File: src/rtl/ex_agu_pipe_pkg.sv
// Shared definitions for the pipelined AGU: control-word field positions,
// index-width encodings and the address/segment width legality check.
package ex_agu_pipe_pkg;

    localparam int CTL_W         = 9;
    localparam int CTL_SCALE_LSB = 0;
    localparam int CTL_SCALE_W   = 2;
    localparam int CTL_ZX_BIT    = 2;
    localparam int CTL_WIDTH_LSB = 4;
    localparam int CTL_WIDTH_W   = 2;

    localparam int LO_ADDR_W = 32;

    typedef enum logic [1:0] {
        IW_B = 2'd0,
        IW_W = 2'd1,
        IW_L = 2'd2,
        IW_Q = 2'd3
    } idx_width_e;

    function automatic bit agu_cfg_legal(input int addr_w, input int seg_w);
        return (seg_w > 0) && (addr_w >= LO_ADDR_W) && ((addr_w % seg_w) == 0);
    endfunction

    function automatic int idx_bits(input idx_width_e width, input int addr_w);
        case (width)
            IW_B:    return 8;
            IW_W:    return 16;
            IW_L:    return 32;
            default: return addr_w;
        endcase
    endfunction

endpackage

File: src/rtl/ex_agu_segadd.sv
// One carry-select segment: the segment sum and carry-out for both possible
// carry-ins, so the selecting chain only has to pick between them.
module ex_agu_segadd #(
    parameter int SEG_W = 16
) (
    input  logic [SEG_W-1:0] i_a,
    input  logic [SEG_W-1:0] i_b,
    output logic [SEG_W-1:0] o_sum0,
    output logic [SEG_W-1:0] o_sum1,
    output logic             o_cout0,
    output logic             o_cout1
);

    assign {o_cout0, o_sum0} = {1'b0, i_a} + {1'b0, i_b};
    assign {o_cout1, o_sum1} = {1'b0, i_a} + {1'b0, i_b} + {{SEG_W{1'b0}}, 1'b1};

endmodule

File: src/rtl/ex_agu_pipe.sv
// Two-stage scaled-index address generator with valid/ready on both stages.
// Optional 32-bit wrap fault output when EXAGU_WRAPCHK_EN is defined.
module ex_agu_pipe
    import ex_agu_pipe_pkg::*;
#(
    parameter int ADDR_W = 48,
    parameter int SEG_W  = 16
) (
    input  logic              clock,
    input  logic              reset,
    input  logic [ADDR_W-1:0] regValRm,
    input  logic [ADDR_W-1:0] regValRi,
    input  logic [CTL_W-1:0]  idUIxt,
    input  logic              addrEnJq,
    input  logic              inValid,
    output logic              inReady,
    output logic              outValid,
    input  logic              outReady,
    output logic [ADDR_W-1:0] regOutAddr
`ifdef EXAGU_WRAPCHK_EN
    ,
    output logic              outFault
`endif
);

    localparam int NSEG = ADDR_W / SEG_W;
    localparam int LSEG = (NSEG + 1) / 2;
    localparam bit CFG_LEGAL = agu_cfg_legal(ADDR_W, SEG_W);
    localparam logic [ADDR_W-1:0] LO_MASK = ADDR_W'({LO_ADDR_W{1'b1}});

    if (!CFG_LEGAL) begin : g_bad_cfg
        $error("ex_agu_pipe: ADDR_W must be a multiple of SEG_W and at least 32");
    end

    idx_width_e        w_width;
    logic [1:0]        w_scale;
    logic              w_zx;
    int                w_drop;
    logic [ADDR_W-1:0] w_idx_hi;
    logic [ADDR_W-1:0] w_idx_ext;
    logic [ADDR_W-1:0] w_idx_prep;
    logic              w_ctl_unused;

    logic              w_s2_accept;
    logic              w_s1_load;
    logic              w_s2_load;
    logic [ADDR_W-1:0] w_s2_sum;
    logic [ADDR_W-1:0] w_addr_masked;
    logic              w_carry_unused;

    logic              r_s1_valid;
    logic              r_s1_en;
    logic              r_s1_carry;
    logic              r_out_valid;
    logic [ADDR_W-1:0] r_out_addr;

    assign w_ctl_unused = ^{idUIxt[8:6], idUIxt[3]};

    // Left-justify the kept index field, then shift back down so the
    // logical/arithmetic right shift performs the zero/sign extension.
    always_comb begin
        w_width    = idx_width_e'(idUIxt[CTL_WIDTH_LSB +: CTL_WIDTH_W]);
        w_scale    = idUIxt[CTL_SCALE_LSB +: CTL_SCALE_W];
        w_zx       = idUIxt[CTL_ZX_BIT];
        w_drop     = ADDR_W - idx_bits(w_width, ADDR_W);
        w_idx_hi   = regValRi << w_drop;
        if (w_zx) begin
            w_idx_ext = w_idx_hi >> w_drop;
        end else begin
            w_idx_ext = $signed(w_idx_hi) >>> w_drop;
        end
        w_idx_prep = w_idx_ext << w_scale;
    end

    assign w_s2_accept = !r_out_valid || outReady;
    assign inReady     = !r_s1_valid || w_s2_accept;
    assign w_s1_load   = inValid && inReady;
    assign w_s2_load   = r_s1_valid && w_s2_accept;

    // Segments below LSEG add the live request in S1; the rest add the
    // operands S1 registered, seeded by the carry S1 saved.
    for (genvar gi = 0; gi < NSEG; gi++) begin : g_seg
        logic [SEG_W-1:0] w_a;
        logic [SEG_W-1:0] w_b;
        logic [SEG_W-1:0] w_sum0;
        logic [SEG_W-1:0] w_sum1;
        logic [SEG_W-1:0] w_sum;
        logic             w_c0;
        logic             w_c1;
        logic             w_cin;
        logic             w_co;

        ex_agu_segadd #(.SEG_W(SEG_W)) u_segadd (
            .i_a     (w_a),
            .i_b     (w_b),
            .o_sum0  (w_sum0),
            .o_sum1  (w_sum1),
            .o_cout0 (w_c0),
            .o_cout1 (w_c1)
        );

        assign w_sum = w_cin ? w_sum1 : w_sum0;
        assign w_co  = w_cin ? w_c1 : w_c0;

        if (gi < LSEG) begin : g_lo
            logic [SEG_W-1:0] r_sum;

            assign w_a = regValRm[gi*SEG_W +: SEG_W];
            assign w_b = w_idx_prep[gi*SEG_W +: SEG_W];
            if (gi == 0) begin : g_first
                assign w_cin = 1'b0;
            end else begin : g_chain
                assign w_cin = g_seg[gi-1].w_co;
            end

            always_ff @(posedge clock or negedge reset) begin
                if (!reset) begin
                    r_sum <= '0;
                end else if (w_s1_load) begin
                    r_sum <= w_sum;
                end
            end

            assign w_s2_sum[gi*SEG_W +: SEG_W] = r_sum;
        end else begin : g_hi
            logic [SEG_W-1:0] r_a;
            logic [SEG_W-1:0] r_b;

            always_ff @(posedge clock or negedge reset) begin
                if (!reset) begin
                    r_a <= '0;
                    r_b <= '0;
                end else if (w_s1_load) begin
                    r_a <= regValRm[gi*SEG_W +: SEG_W];
                    r_b <= w_idx_prep[gi*SEG_W +: SEG_W];
                end
            end

            assign w_a = r_a;
            assign w_b = r_b;
            if (gi == LSEG) begin : g_first
                assign w_cin = r_s1_carry;
            end else begin : g_chain
                assign w_cin = g_seg[gi-1].w_co;
            end

            assign w_s2_sum[gi*SEG_W +: SEG_W] = w_sum;
        end
    end

    assign w_carry_unused = g_seg[NSEG-1].w_co;
    assign w_addr_masked  = w_s2_sum & (r_s1_en ? {ADDR_W{1'b1}} : LO_MASK);

    always_ff @(posedge clock or negedge reset) begin
        if (!reset) begin
            r_s1_valid  <= 1'b0;
            r_s1_en     <= 1'b0;
            r_s1_carry  <= 1'b0;
            r_out_valid <= 1'b0;
            r_out_addr  <= '0;
        end else begin
            if (w_s1_load) begin
                r_s1_valid <= 1'b1;
                r_s1_en    <= addrEnJq;
                r_s1_carry <= g_seg[LSEG-1].w_co;
            end else if (w_s2_load) begin
                r_s1_valid <= 1'b0;
            end
            if (w_s2_accept) begin
                r_out_valid <= r_s1_valid;
            end
            if (w_s2_load) begin
                r_out_addr <= w_addr_masked;
            end
        end
    end

    assign outValid   = r_out_valid;
    assign regOutAddr = r_out_addr;

`ifdef EXAGU_WRAPCHK_EN
    logic r_out_fault;

    always_ff @(posedge clock or negedge reset) begin
        if (!reset) begin
            r_out_fault <= 1'b0;
        end else if (w_s2_load) begin
            r_out_fault <= !r_s1_en && (|(w_s2_sum & ~LO_MASK));
        end
    end

    assign outFault = r_out_fault;
`endif

endmodule

File: config.mk
export PLATFORM = sky130hd
export DESIGN_NAME = ex_agu_pipe
export DESIGN_NICKNAME = d
export VERILOG_FILES = /design/src/rtl/ex_agu_pipe_pkg.sv /design/src/rtl/ex_agu_segadd.sv /design/src/rtl/ex_agu_pipe.sv
export SDC_FILE = /design/constraint.sdc
export NUM_CORES = 1
export LEC_CHECK = 0
export CAP_MARGIN = 10
export CORE_ASPECT_RATIO = 1.25
export CORE_UTILIZATION = 45
export CTS_CLUSTER_DIAMETER = 60
export CTS_CLUSTER_SIZE = 10
export DETAILED_ROUTE_END_ITERATION = 16
export GPL_ROUTABILITY_DRIVEN = 0
export GPL_TIMING_DRIVEN = 1
export PLACE_DENSITY = 0.68
export SLEW_MARGIN = 20
export SYNTH_ARGS = -nofsm -noshare
export SYNTH_HDL_FRONTEND = slang
export SYNTH_SLANG_ARGS = --single-unit
File: constraint.sdc
create_clock -name clock -period 7.9 [get_ports clock]
set_input_delay 1.975 -clock clock [delete_from_list [all_inputs] [get_ports clock]]
set_output_delay 1.975 -clock clock [all_outputs]
set_load 0.02 [all_outputs]
# Word level (Yosys, flattened, before mapping)
# Index checks and enable logic that the tools add are counted.
word_totals:
  output_inout_bits: 50
  elab_cells: 38
  in_bits: 110
  reg_bits: 116
op_classes:
  reduce_logical: 8
  add_sub_neg: 6
  shifts: 4
  bitwise_logic: 1
  n_mux: 8
  n_eq_ne: 2
ops:
  columns: ["op", "n"]
  rows:
  - ["$mux W48", 2]
  - ["$and A48 B48 Y48", 1]
  - ["$shl A48 B2 Y48", 1]
  - ["$shl A48 B32 Y48", 1]
  - ["$shr A48 B32 Y48", 1]
  - ["$sshr A48 B32 Y48", 1]
  - ["$add A16 B16 Y17", 2]
  - ["$mux W16", 2]
  - ["$sub A7 B32 Y32 const A", 1]
  - ["$pmux W6 S3", 1]
  - ["$add A17 B1 Y17 const B", 1]
  - ["$add A16 B1 Y16 const B", 1]
  - ["$add A16 B16 Y16", 1]
  - ["$mux W1", 3]
  - ["$eq A2 B1 Y1 const B", 1]
  - ["$eq A2 B2 Y1 const B", 1]
  - ["$logic_and A1 B1 Y1", 2]
  - ["$logic_not A1 Y1", 2]
  - ["$logic_not A2 Y1", 1]
  - ["$logic_or A1 B1 Y1", 2]
  - ["$reduce_bool A2 Y1", 1]

# Longest topological paths before layout
# Gate-level depths: netlist (run 1).
depth:
  depth_word: 10
  depth_mapped: 25
  depth_no_buf: 21

# Modules after synthesis
# Synthesis (run 1) repeated with hierarchy kept, for this count alone.
unflattened:
  cells_unflattened: 1171
  hier_area_um2: 9915.8
modules_own_cells:
  columns: ["mod", "area_each_um2", "seq_area_each_um2", "instances", "cells_per_inst"]
  rows:
  - ["ex_agu_pipe", 6389.9, 2902.8, 1, 699]
  - ["ex_agu_segadd at g_seg[0].u_segadd", 1217.4, 0.0, 1, 170]
  - ["ex_agu_segadd at g_seg[1].u_segadd", 1172.4, 0.0, 1, 152]
  - ["ex_agu_segadd at g_seg[2].u_segadd", 1136.1, 0.0, 1, 150]

# Worst setup path after synthesis (run 1)
# OpenSTA, ideal clock, no wires.
synth_path:
  path_type: "input to register"
  startpoint: "in idUIxt[5]"
  endpoint: "reg r_s1_carry (netlist: g_seg[2].w_cin)"
  setup_time_ns: 0.138
  slack_ns: 1.100
  required_ns: 7.762
  arrival_ns: 6.662
  cell_stages: 22
  path_buffers: 6
  path_cell_list: "buf_2 buf_2 clkbuf_1 ha_1 clkbuf_1 clkbuf_1 clkbuf_1 nor2_1 a21oi_1 o21ai_0 o21a_1 mux2_2 ha_1 nor2b_1 o31a_1 a311oi_1 xnor2_1 and4_1 nand4_1 nor4_2 and4_1 o31ai_1"
synth_via:
  elab_chain_len: 10
  word_cells_on_any_way: 14
  classes_between: "4 x add/sub; 2 x eq/ne; 4 x shift; 3 x mux; 1 x reduce/logical"
synth_rtl:
  columns: ["item", "line", "rtl"]
  rows:
  - ["from (decl)", "ex_agu_pipe.sv:13", "input logic [CTL_W-1:0] idUIxt,"]
  - ["$eq A2 B2 Y1, or another cell as far along", "ex_agu_pipe_pkg.sv:26", "case (width)"]
  - ["$pmux W6 S3 *", "ex_agu_pipe_pkg.sv:26", null]
  - ["$sub A7 B32 Y32 *", "ex_agu_pipe.sv:65", "w_drop = ADDR_W - idx_bits(w_width, ADDR_W);"]
  - ["$shl A48 B32 Y48", "ex_agu_pipe.sv:66", "w_idx_hi = regValRi << w_drop;"]
  - ["$sshr A48 B32 Y48 / $shr A48 B32 Y48 (equally long branches)", "ex_agu_pipe.sv:70, ex_agu_pipe.sv:68", null]
  - ["$mux W48 *", "ex_agu_pipe.sv:67", "if (w_zx) begin"]
  - ["$shl A48 B2 Y48 *", "ex_agu_pipe.sv:72", "w_idx_prep = w_idx_ext << w_scale;"]
  - ["$add A16 B16 Y17", "ex_agu_segadd.sv:14, ex_agu_segadd.sv:15", null]
  - ["$add A17 B1 Y17", "ex_agu_segadd.sv:15", "assign {o_cout1, o_sum1} = {1'b0, i_a} + {1'b0, i_b} + {{SEG_W{1'b0}}, 1'b1};"]
  - ["$mux W1 *", "ex_agu_pipe.sv:103", "assign w_co = w_cin ? w_c1 : w_c0;"]
  - ["to (signal assigned)", "ex_agu_pipe.sv:165", "r_s1_carry <= g_seg[LSEG-1].w_co;"]
  - ["to (decl)", "ex_agu_pipe.sv:53", "logic r_s1_carry;"]
# Mark *: on every way between the ends. The rest lies on a longest branch, timed or not.
# A chain may end at the register's enable or synchronous reset.

# Worst setup path in the final report (run 1)
# Ends and elaborated chain as after synthesis.

==> flow_summary.toml, run 1 <==
[run_status]
outcome = "finished clean"

[clock_network]
path_clk_slew_ps = 60
clock-root-buffer = "clkbuf_16"
cts-buffers-inserted = 17
cts_hold_buf = 0
htreeDepth = 4
cts_resized = 0
post-cts-setup-buffers = 0
cts_buffer_depth = 2
clkLatencyLatePin_ps = 410
cts_tree = "done"
cts_sinks = 116

[grt]
grt_pass1_vias = 8015
track_usage = 0.243
antenna_found_initial = 0
overflow = 0
grt_max_degree = 99
grt_pass1_wl_um = 40100

[setup_path]
critical-path-max-stage-delay_ps = 630
critPathMostFrequentCell = "nand2_1"
critical_path.top_delay_family = "simple AND/OR/NAND/NOR gates"
worst-path-max-fanout = 10
crit_path_top_delay_cell = "clkdlybuf4s50_1"
startpoint_type = "input port"
cp.required_ps = 8160
worstPathArrival_ps = 7450
worstPathCellList = "clkdlybuf4s50_1 > ha_1 > buf_4 > a311oi_1 > nand2_1 > nand2_1 > a22oi_1 > mux2i_1 > mux2_2 > ha_1 > inv_1 > fa_1 > nor2b_1 > o31a_1 > a311o_1 > nand2_1 > xnor2_1 > nand4_1 > nor4_2 > and4_1 > o31ai_1"
end_kind = "flop"
criticalPathCategory = "input port to flop"
crit_buf_inv = 3

[die]
die-area_mm2 = 0.0212
die_w_um = 130
die_h_um = 163
io_pins = 160
fp-row-count = 58
core-area_mm2 = 0.0202
start_util = 0.460

[final_layout]
num-fill-cells = 1862
ff_latch_area_mm2 = 0.00290
n_antenna_cell = 0
nets = 1370
multiInputGateArea_mm2 = 0.00608
drive_gt1_frac = 0.129
fin_area_mm2 = 0.0117
area_growth_pct = 26.4

[logic_synthesis]
syn-cell-area_mm2 = 0.00928
synth_flop_cell = "dfrtp_1"
syn_area_per_cell_um2 = 8.71
synthesis.nets = 1228
synth_seq_cells = 116
synth_seq_area_share = 0.313
synthArstFlopShare = 1.00
synth-warning-count = 0
synth_cell_types = 77
synthCells = 1065
synth_edf_count = 0
synth_top_area_cell = "dfrtp_1"
synth.top_cell.area_share = 0.313
ys_top_cells_by_area = "dfrtp_1 31%, mux2_2 9.0%, ha_1 6.7%"

[place]
place_hpwl_um = 19300
placed_cell_area_mm2 = 0.0111
port-buffer-count = 155

[pwr]
ir_drop_v = 0.000159
p_switching_mw = 1.13
p_leak_nw = 5.00
pwr-share-clk = 0.251
power_density_mw_per_mm2 = 257
cellInternalPower_mw = 1.88
pwr-share-seq = 0.293
p_sw_frac = 0.376
comb_power_share = 0.457

[timing]
slew_headroom = 0.376
period_share = 0.910
fin_tns_setup_ps = 0
tightest_slew_ps = 936
drv_slew = 0
clock_skew_ps = 7.88
finalHoldWorstSlack_ps = 477
period_needed_ps = 7190
rsz0062_at_grt = "false"
setup-violations-final = 0
hold_viol = 0
fmax_ghz = 0.139

[route]
wl_um = 24500
vias_per_cell = 5.61
wl_per_cell_um = 16.5
first_iter_violations = 433
num_vias = 8354
drt_first_pass_iters = 5
antenna_left = 0
drcViolationCount = 0

[run]
drv_cap = 0

[hold_path]
min_path_type = "flop to flop"
## cell usage in the layout, fill, tap and decap left out, types with 8 or more instances in the layout
cell	count
xnor2_1	35
a211oi_1	10
a31oi_1	8
o21ai_0	109
dfrtp_1	116
a21o_1	25
clkdlybuf4s50_1	152
clkbuf_16	17
nor2b_1	8
and2_1	8
o31ai_1	10
mux2i_1	45
nand4_1	8
nor2_1	60
nand3_1	15
a21oi_1	75
inv_1	17
o21ai_1	10
o21a_1	16
mux2_2	74
xor2_1	28
nand2b_1	11
buf_4	26
nor3_1	19
ha_1	50
nand2_1	137
o211ai_1	14
## area by class of cell
type | count | area share
inverters | 21 | 0.00673
flip-flops and latches | 116 | 0.248
clock inverters | 13 | 0.0119
repair buffers | 180 | 0.147
well taps | 270 | 0.0288
multi-input cells | 871 | 0.519
clock buffers | 19 | 0.0386
## worst paths after layout
check | startpoint | end | slack [ps] | cells after the start
max | idUIxt[5] | g_seg[2].w_cin | 710 | 21
min | g_seg[1].g_lo.r_sum[15] | g_seg[1].g_lo.r_sum[15] | 480 | 2
max reg2reg | g_seg[2].g_hi.r_b[0] | regOutAddr[47] | 4560 | 11
min reg2reg | g_seg[1].g_lo.r_sum[15] | g_seg[1].g_lo.r_sum[15] | 480 | 2
max in group asynchronous | reset | regOutAddr[28] | 5050 | 2
min in group asynchronous | reset | regOutAddr[1] | 1550 | 1
## cell usage after synthesis, types with 3 or more instances
| cell type | n |
|---|---|
| and2_1 | 8 |
| o2111ai_1 | 3 |
| xor2_1 | 28 |
| a221o_1 | 3 |
| o22a_1 | 3 |
| nor3_1 | 19 |
| fa_1 | 3 |
| o21bai_1 | 5 |
| a211oi_1 | 10 |
| mux2_2 | 74 |
| mux2i_1 | 45 |
| nor2_1 | 60 |
| nand4_1 | 8 |
| nand3b_1 | 3 |
| nand2b_1 | 11 |
| ha_1 | 50 |
| o21ai_1 | 10 |
| o21a_1 | 16 |
| o21ai_0 | 109 |
| o211ai_1 | 14 |
| clkinv_1 | 3 |
| a31oi_1 | 8 |
| and3_1 | 4 |
| inv_1 | 17 |
| nand2_1 | 139 |
| buf_2 | 6 |
| a22oi_1 | 7 |
| a31o_2 | 4 |
| buf_1 | 9 |
| nand3_1 | 15 |
| and4_1 | 5 |
| dfrtp_1 | 116 |
| nor2b_1 | 8 |
| a21oi_1 | 75 |
| clkbuf_1 | 42 |
| xnor2_1 | 35 |
| a21o_1 | 25 |
| o31ai_1 | 10 |
| a22o_1 | 3 |
| or2_2 | 3 |
## layer usage
metal  vias to the layer above  share of wire  global-route usage
li1                       4178              -                   -
met1                      3860           0.45               0.319
met2                       268           0.48               0.408
met3                        48          0.042              0.0289
met4                         0          0.025              0.0857
met5                         -              0                   0
## power by group through the flow
stage / registers, mW / clock network, mW / logic, mW
floorplan: 0.984 / 0 / 0.792
global placement: 0.885 / 0 / 1.35
detailed placement: 0.893 / 0 / 1.37
CTS: 0.884 / 0.769 / 1.38
global route: 0.906 / 0.798 / 1.51
finish: 0.881 / 0.755 / 1.38
## stage by stage
step           cells   util  total power [mW]  worst slack (ps)
5_1_grt         1490  0.581              3.21               323
6_report        1490  0.581              3.01               712
4_1_cts         1490  0.581              3.03               815
2_1_floorplan   1065      -              1.78              1100
3_5_place_dp    1458  0.552              2.26               375
3_3_place_gp    1458  0.552              2.23               482
## worst register-to-register path, cell delays in order (launching register included)
cell and delay, ps:
dfrtp_1 400, ha_1 230, fa_1 450, a21o_2 260
a2111oi_2 400, o211ai_1 220, a31o_1 250, a21oi_1 180
xnor2_1 200, and4_1 260, nor3_1 60, o41ai_2 320
## state kept, by name, summed over array words and instances (netlist names)
register and count:
g_seg.w_cin 1, g_seg.g_lo.r_sum 32, r_s1_en 1, r_s1_valid 1, g_seg.g_hi.r_b 16, outValid 1
g_seg.g_hi.r_a 16, regOutAddr 48
## cell families after synthesis
logic type	after synthesis	share of synthesized area
muxes	119	0.138
xor gates and xnor gates	64	0.0612
and+or+nand+nor	297	0.151
buffers and inverters	78	0.0324
DFF	116	0.313
AOI/OAI and AO/OA	337	0.230
adders and majority gates	53	0.0739
other	1	0.000404
Power figures use the tool's default switching activity.
==> run 2, diff against run 1 <==
- CORE_UTILIZATION: 45 -> 55
- PLACE_DENSITY: 0.68 -> 0.81
==> flow_summary.toml, run 2 (synthesis results as in run 1) <==
[hold_path]
hp-start = "g_seg[1].g_lo.r_sum[10]"
min_path_type = "flop to flop"

[pwr]
pwr-share-seq = 0.294
cellInternalPower_mw = 1.89
p_switching_mw = 1.14
p_sw_frac = 0.376
report.power.total_mw = 3.02
p_leak_nw = 4.99
ir_drop_v = 0.000117
pwr-share-clk = 0.248
power_density_mw_per_mm2 = 260
comb_power_share = 0.458

[die]
io_pins = 160
die_h_um = 147
core-area_mm2 = 0.0163
die-area_mm2 = 0.0174
die_w_um = 118
fp-row-count = 52
start_util = 0.568

[run_status]
outcome = "finished clean"

[route]
drt_first_pass_iters = 7
vias_per_cell = 5.96
wl_per_cell_um = 17.0
antenna_left = 0
num_vias = 8549
drcViolationCount = 0
wl_um = 24400
first_iter_violations = 534

[final_layout]
final_common_cell = "clkdlybuf4s50_1"
nets = 1368
largest_reg_flops = 48
final_cell_mix = "152 x clkdlybuf4s50_1, 137 x nand2_1, 116 x dfrtp_1"
drive_gt1_frac = 0.126
num-fill-cells = 1233
area_growth_pct = 25.6

[setup_path]
endpoint = "g_seg[2].w_cin"
crit_buf_inv = 3
startpoint_type = "input port"
r2r_slack_ps = 4570
worst-path-max-fanout = 14
cp.required_ps = 8210
cp-startpoint = "idUIxt[5]"
r2r.worst_path.cells = 11
critical-path-max-stage-delay_ps = 670
r2r-start = "g_seg[2].g_hi.r_b[0]"
worstPathArrival_ps = 7410
critical_path.top_delay_family = "compound AO/OA/AOI/OAI gates"
crit_path_top_delay_cell = "clkdlybuf4s50_1"
r2r-end = "regOutAddr[47]"
end_kind = "flop"
criticalPathCategory = "input port to flop"
crit_cells = 23
worstPathCellList = "clkdlybuf4s50_1 > buf_4 > mux2_2 > mux2i_1 > o21a_1 > nor3_1 > o21ai_0 > nand2_1 > a22oi_1 > mux2i_1 > mux2_2 > ha_1 > inv_1 > fa_1 > nor2b_1 > o31a_1 > a311oi_1 > xnor2_1 > and4_1 > nand4_1 > nor4_2 > a31oi_1 > o31ai_1"

[timing]
fin_tns_setup_ps = 0
tightest_slew_ps = 786
setup-violations-final = 0
period_share = 0.899
clock_skew_ps = 7.51
slew_headroom = 0.476
period_needed_ps = 7100
drv_slew = 0
fmax_ghz = 0.141
hold_viol = 0
rsz0062_at_grt = "false"

[place]
port-buffer-count = 155
place_hpwl_um = 18400

[clock_network]
htreeDepth = 4
clkLatencyLatePin_ps = 420
cts_resized = 0
path_clk_slew_ps = 60
cts_sinks = 116
cts_tree = "done"
post-cts-setup-buffers = 0
cts-buffers-inserted = 17
clock-root-buffer = "clkbuf_16"
cts_buffer_depth = 2
cts_hold_buf = 0

[grt]
grt_pass1_vias = 8120
grt_pass1_wl_um = 39700
overflow = 0
grt_max_degree = 113
track_usage = 0.284
antenna_found_initial = 1

[run]
drv_cap = 0
## run 2: changes by cell type in the layout (fill, tap and decap cells not counted)
cell / before / now
diode_2: 0 / 1
inv_6: 6 / 3
clkinv_4: 3 / 4
inv_8: 2 / 0
clkbuf_8: 2 / 0
buf_4: 26 / 23
buf_16: 0 / 1
bufinv_16: 1 / 2
clkbuf_1: 0 / 1
clkinvlp_4: 1 / 3
clkinv_2: 0 / 2
## run 2: power by group through the flow
stage | logic (mW) | registers, mW | clock network [mW]
4_1_cts | 1.38 | 0.888 | 0.756
2_1_floorplan | 0.792 | 0.984 | 0
6_report | 1.39 | 0.888 | 0.750
5_1_grt | 1.51 | 0.909 | 0.778
3_3_place_gp | 1.33 | 0.884 | 0
3_5_place_dp | 1.36 | 0.893 | 0
## run 2: layout make-up
type / count / area, um2 / area share
well taps: 216 / 270 / 0.0232
repair buffers: 178 / 1730 / 0.149
inverters: 21 / 78.8 / 0.00677
flip-flops and latches: 116 / 2900 / 0.249
clock buffers: 18 / 429 / 0.0368
diodes: 1 / 2.50 / 0.000215
multi-input cells: 871 / 6080 / 0.522
clock inverters: 14 / 154 / 0.0132
## run 2: stage by stage
stage	worst slack (ps)	hold slack (ps)	instance area [um2]	cells	util
final	801	473	11700	1435	0.713
after global routing	393	490	11700	1435	0.713
after CTS	898	478	11600	1433	0.712
after detailed placement	505	466	11000	1401	0.676
after global placement	563	457	11000	1401	0.676
after floorplan	1100	445	9280	1065	-
## run 2: how the worst min path moves through the flow
stage	end	cells after the start
2_1_floorplan	g_seg[1].g_lo.r_sum[6]	2
5_1_grt	g_seg[1].g_lo.r_sum[11]	2
3_3_place_gp	g_seg[0].g_lo.r_sum[11]	2
4_1_cts	g_seg[1].g_lo.r_sum[10]	2
6_report	g_seg[1].g_lo.r_sum[10]	2
3_5_place_dp	g_seg[1].g_lo.r_sum[3]	2
## run 2: worst reg2reg max path, cell delays in order (launching register included)
cell      delay, ps
dfrtp_1         410
ha_1            240
fa_1            440
a21o_2          260
a211oi_2        250
o211ai_2        130
and4bb_4        360
nand4_4         140
nor4b_4         390
and4_1          260
nor3_1           60
o41ai_2         290
## run 2: layer usage
layer  track usage  routed length (um)  vias up
met5             0                   0        -
met4         0.128                 833        0
met1         0.357               10300     3991
met3        0.0311                1170       64
li1              -                   -     4168
met2         0.491               12000      326
==> run 3, diff against run 2 <==
- ABC_CLOCK_PERIOD_IN_PS: unset -> 7900
- PLACE_DENSITY: 0.81 -> unset
- PLACE_DENSITY_LB_ADDON: unset -> 0.15
==> flow_summary.toml, run 3 (synthesis results as in run 1) <==
[final_layout]
layout.cells.non_filler = 1434
final_util = 0.713
n_antenna_cell = 0
area_growth_pct = 25.6
num-fill-cells = 1286
largest_reg_flops = 48
fin_area_mm2 = 0.0116
final_common_cell = "clkdlybuf4s50_1"
final_cell_mix = "152 x clkdlybuf4s50_1, 137 x nand2_1, 116 x dfrtp_1"
nets = 1368
drive_gt1_frac = 0.127

[run]
drv_cap = 0

[setup_path]
cp.required_ps = 8150
end_kind = "flop"
worstPathArrival_ps = 7520
critical-path-max-stage-delay_ps = 760
r2r.worst_path.cells = 11
r2r-start = "g_seg[2].g_hi.r_b[0]"
startpoint_type = "input port"
r2r_slack_ps = 4570
r2r-end = "regOutAddr[47]"
worstPathCellList = "clkdlybuf4s50_1 > mux2_2 > mux2i_1 > o21a_1 > nor3_1 > o21ai_0 > nand2_1 > a22oi_1 > mux2i_1 > mux2_2 > ha_1 > inv_1 > fa_1 > nor2b_1 > o31a_1 > a311oi_1 > xnor2_1 > and4_1 > nand4_1 > nor4_2 > and4_1 > o31ai_1"
criticalPathCategory = "input port to flop"
worst-path-max-fanout = 12
crit_path_top_delay_cell = "clkdlybuf4s50_1"

[pwr]
pwr-share-seq = 0.292
cellInternalPower_mw = 1.89
ir_drop_v = 0.000134
comb_power_share = 0.456
pwr-share-clk = 0.252
p_sw_frac = 0.373
report.power.total_mw = 3.02
power_density_mw_per_mm2 = 259
p_leak_nw = 4.99
p_switching_mw = 1.13

[clock_network]
cts_tree = "done"
post-cts-setup-buffers = 0
htreeDepth = 4
clkLatencyLatePin_ps = 420
cts_buffer_depth = 2
cts_sinks = 116
cts_resized = 0
cts_hold_buf = 0
path_clk_slew_ps = 50
cts-buffers-inserted = 17
clock-root-buffer = "clkbuf_16"

[route]
first_iter_violations = 434
num_vias = 8375
antenna_left = 0
drt_first_pass_iters = 5
drcViolationCount = 0
wl_per_cell_um = 16.3
wl_um = 23400
vias_per_cell = 5.84

[timing]
period_share = 0.920
tightest_slew_ps = 1070
fin_ws_ps = 634
drv_slew = 0
setup-violations-final = 0
hold_viol = 0
clock_skew_ps = 10.1
fmax_ghz = 0.138
fin_tns_setup_ps = 0
rsz0062_at_grt = "false"
slew_headroom = 0.288
finalHoldWorstSlack_ps = 472
period_needed_ps = 7270

[die]
io_pins = 160
start_util = 0.568
core-area_mm2 = 0.0163
fp-row-count = 52
die-area_mm2 = 0.0174
die_h_um = 147
die_w_um = 118

[grt]
grt_max_degree = 113
antenna_found_initial = 0
grt_pass1_wl_um = 38100
grt_pass1_vias = 7854
overflow = 0
track_usage = 0.274

[place]
dp_slack_ps = 327
dp_cells = 1402
place_hpwl_um = 18100
placed_cell_area_mm2 = 0.0110
port-buffer-count = 155

[hold_path]
min_path_type = "flop to flop"
hold_depth = 2
hp-start = "g_seg[0].g_lo.r_sum[14]"
hold_end = "g_seg[0].g_lo.r_sum[14]"

[run_status]
outcome = "finished clean"
[run 3: cell count changes in the layout (fill, tap and decap cells not counted), sizes merged]
| cell | delta |
|---|---|
| clkinv | -3 |
| inv | +3 |
| clkbuf | -1 |
| clkinvlp | +1 |
| diode | -1 |
[run 3: worst max path at each step]
stage,startpoint,endpoint
final,idUIxt[5],g_seg[2].w_cin
after global routing,idUIxt[5],g_seg[2].w_cin
after CTS,idUIxt[5],g_seg[2].w_cin
after detailed placement,idUIxt[5],g_seg[2].w_cin
after global placement,idUIxt[5],g_seg[2].w_cin
after floorplan,idUIxt[5],g_seg[2].w_cin
[run 3: power groups by stage]
| stage | Sequential [mW] | Clock, mW | Combinational, mW |
|---|---|---|---|
| floorplan | 0.984 | 0 | 0.792 |
| global route | 0.902 | 0.795 | 1.50 |
| finish | 0.880 | 0.760 | 1.38 |
| CTS | 0.881 | 0.769 | 1.37 |
| global placement | 0.882 | 0 | 1.34 |
| detailed placement | 0.889 | 0 | 1.36 |
[run 3: final cells by class]
cell class                      instances  area, um2  share of cell area
Multi-Input combinational cell        871       6090               0.523
Sequential cell                       116       2900               0.249
Timing Repair Buffer                  178       1710               0.147
Clock buffer                           17        425              0.0365
Tap cell                              216        270              0.0232
Clock inverter                         15        171              0.0147
Inverter                               21       78.8             0.00677
[run 3: per-layer routing]
metal  GRT usage  vias up  wire length [um]
met5           0        -                 0
met1       0.356     3831             10200
met4       0.109        0               740
li1            -     4175                 -
met3      0.0349       58              1240
met2       0.464      311             11300
[run 3: worst max-delay path: cells and delay by family]
| kind | cells | cell delay [ps] |
|---|---|---|
| compound gates | 6 | 1420 |
| mux | 4 | 1170 |
| buf+inv | 2 | 830 |
| fa+ha+maj | 2 | 430 |
| xor+xnor | 1 | 220 |
| simple gates | 7 | 1470 |
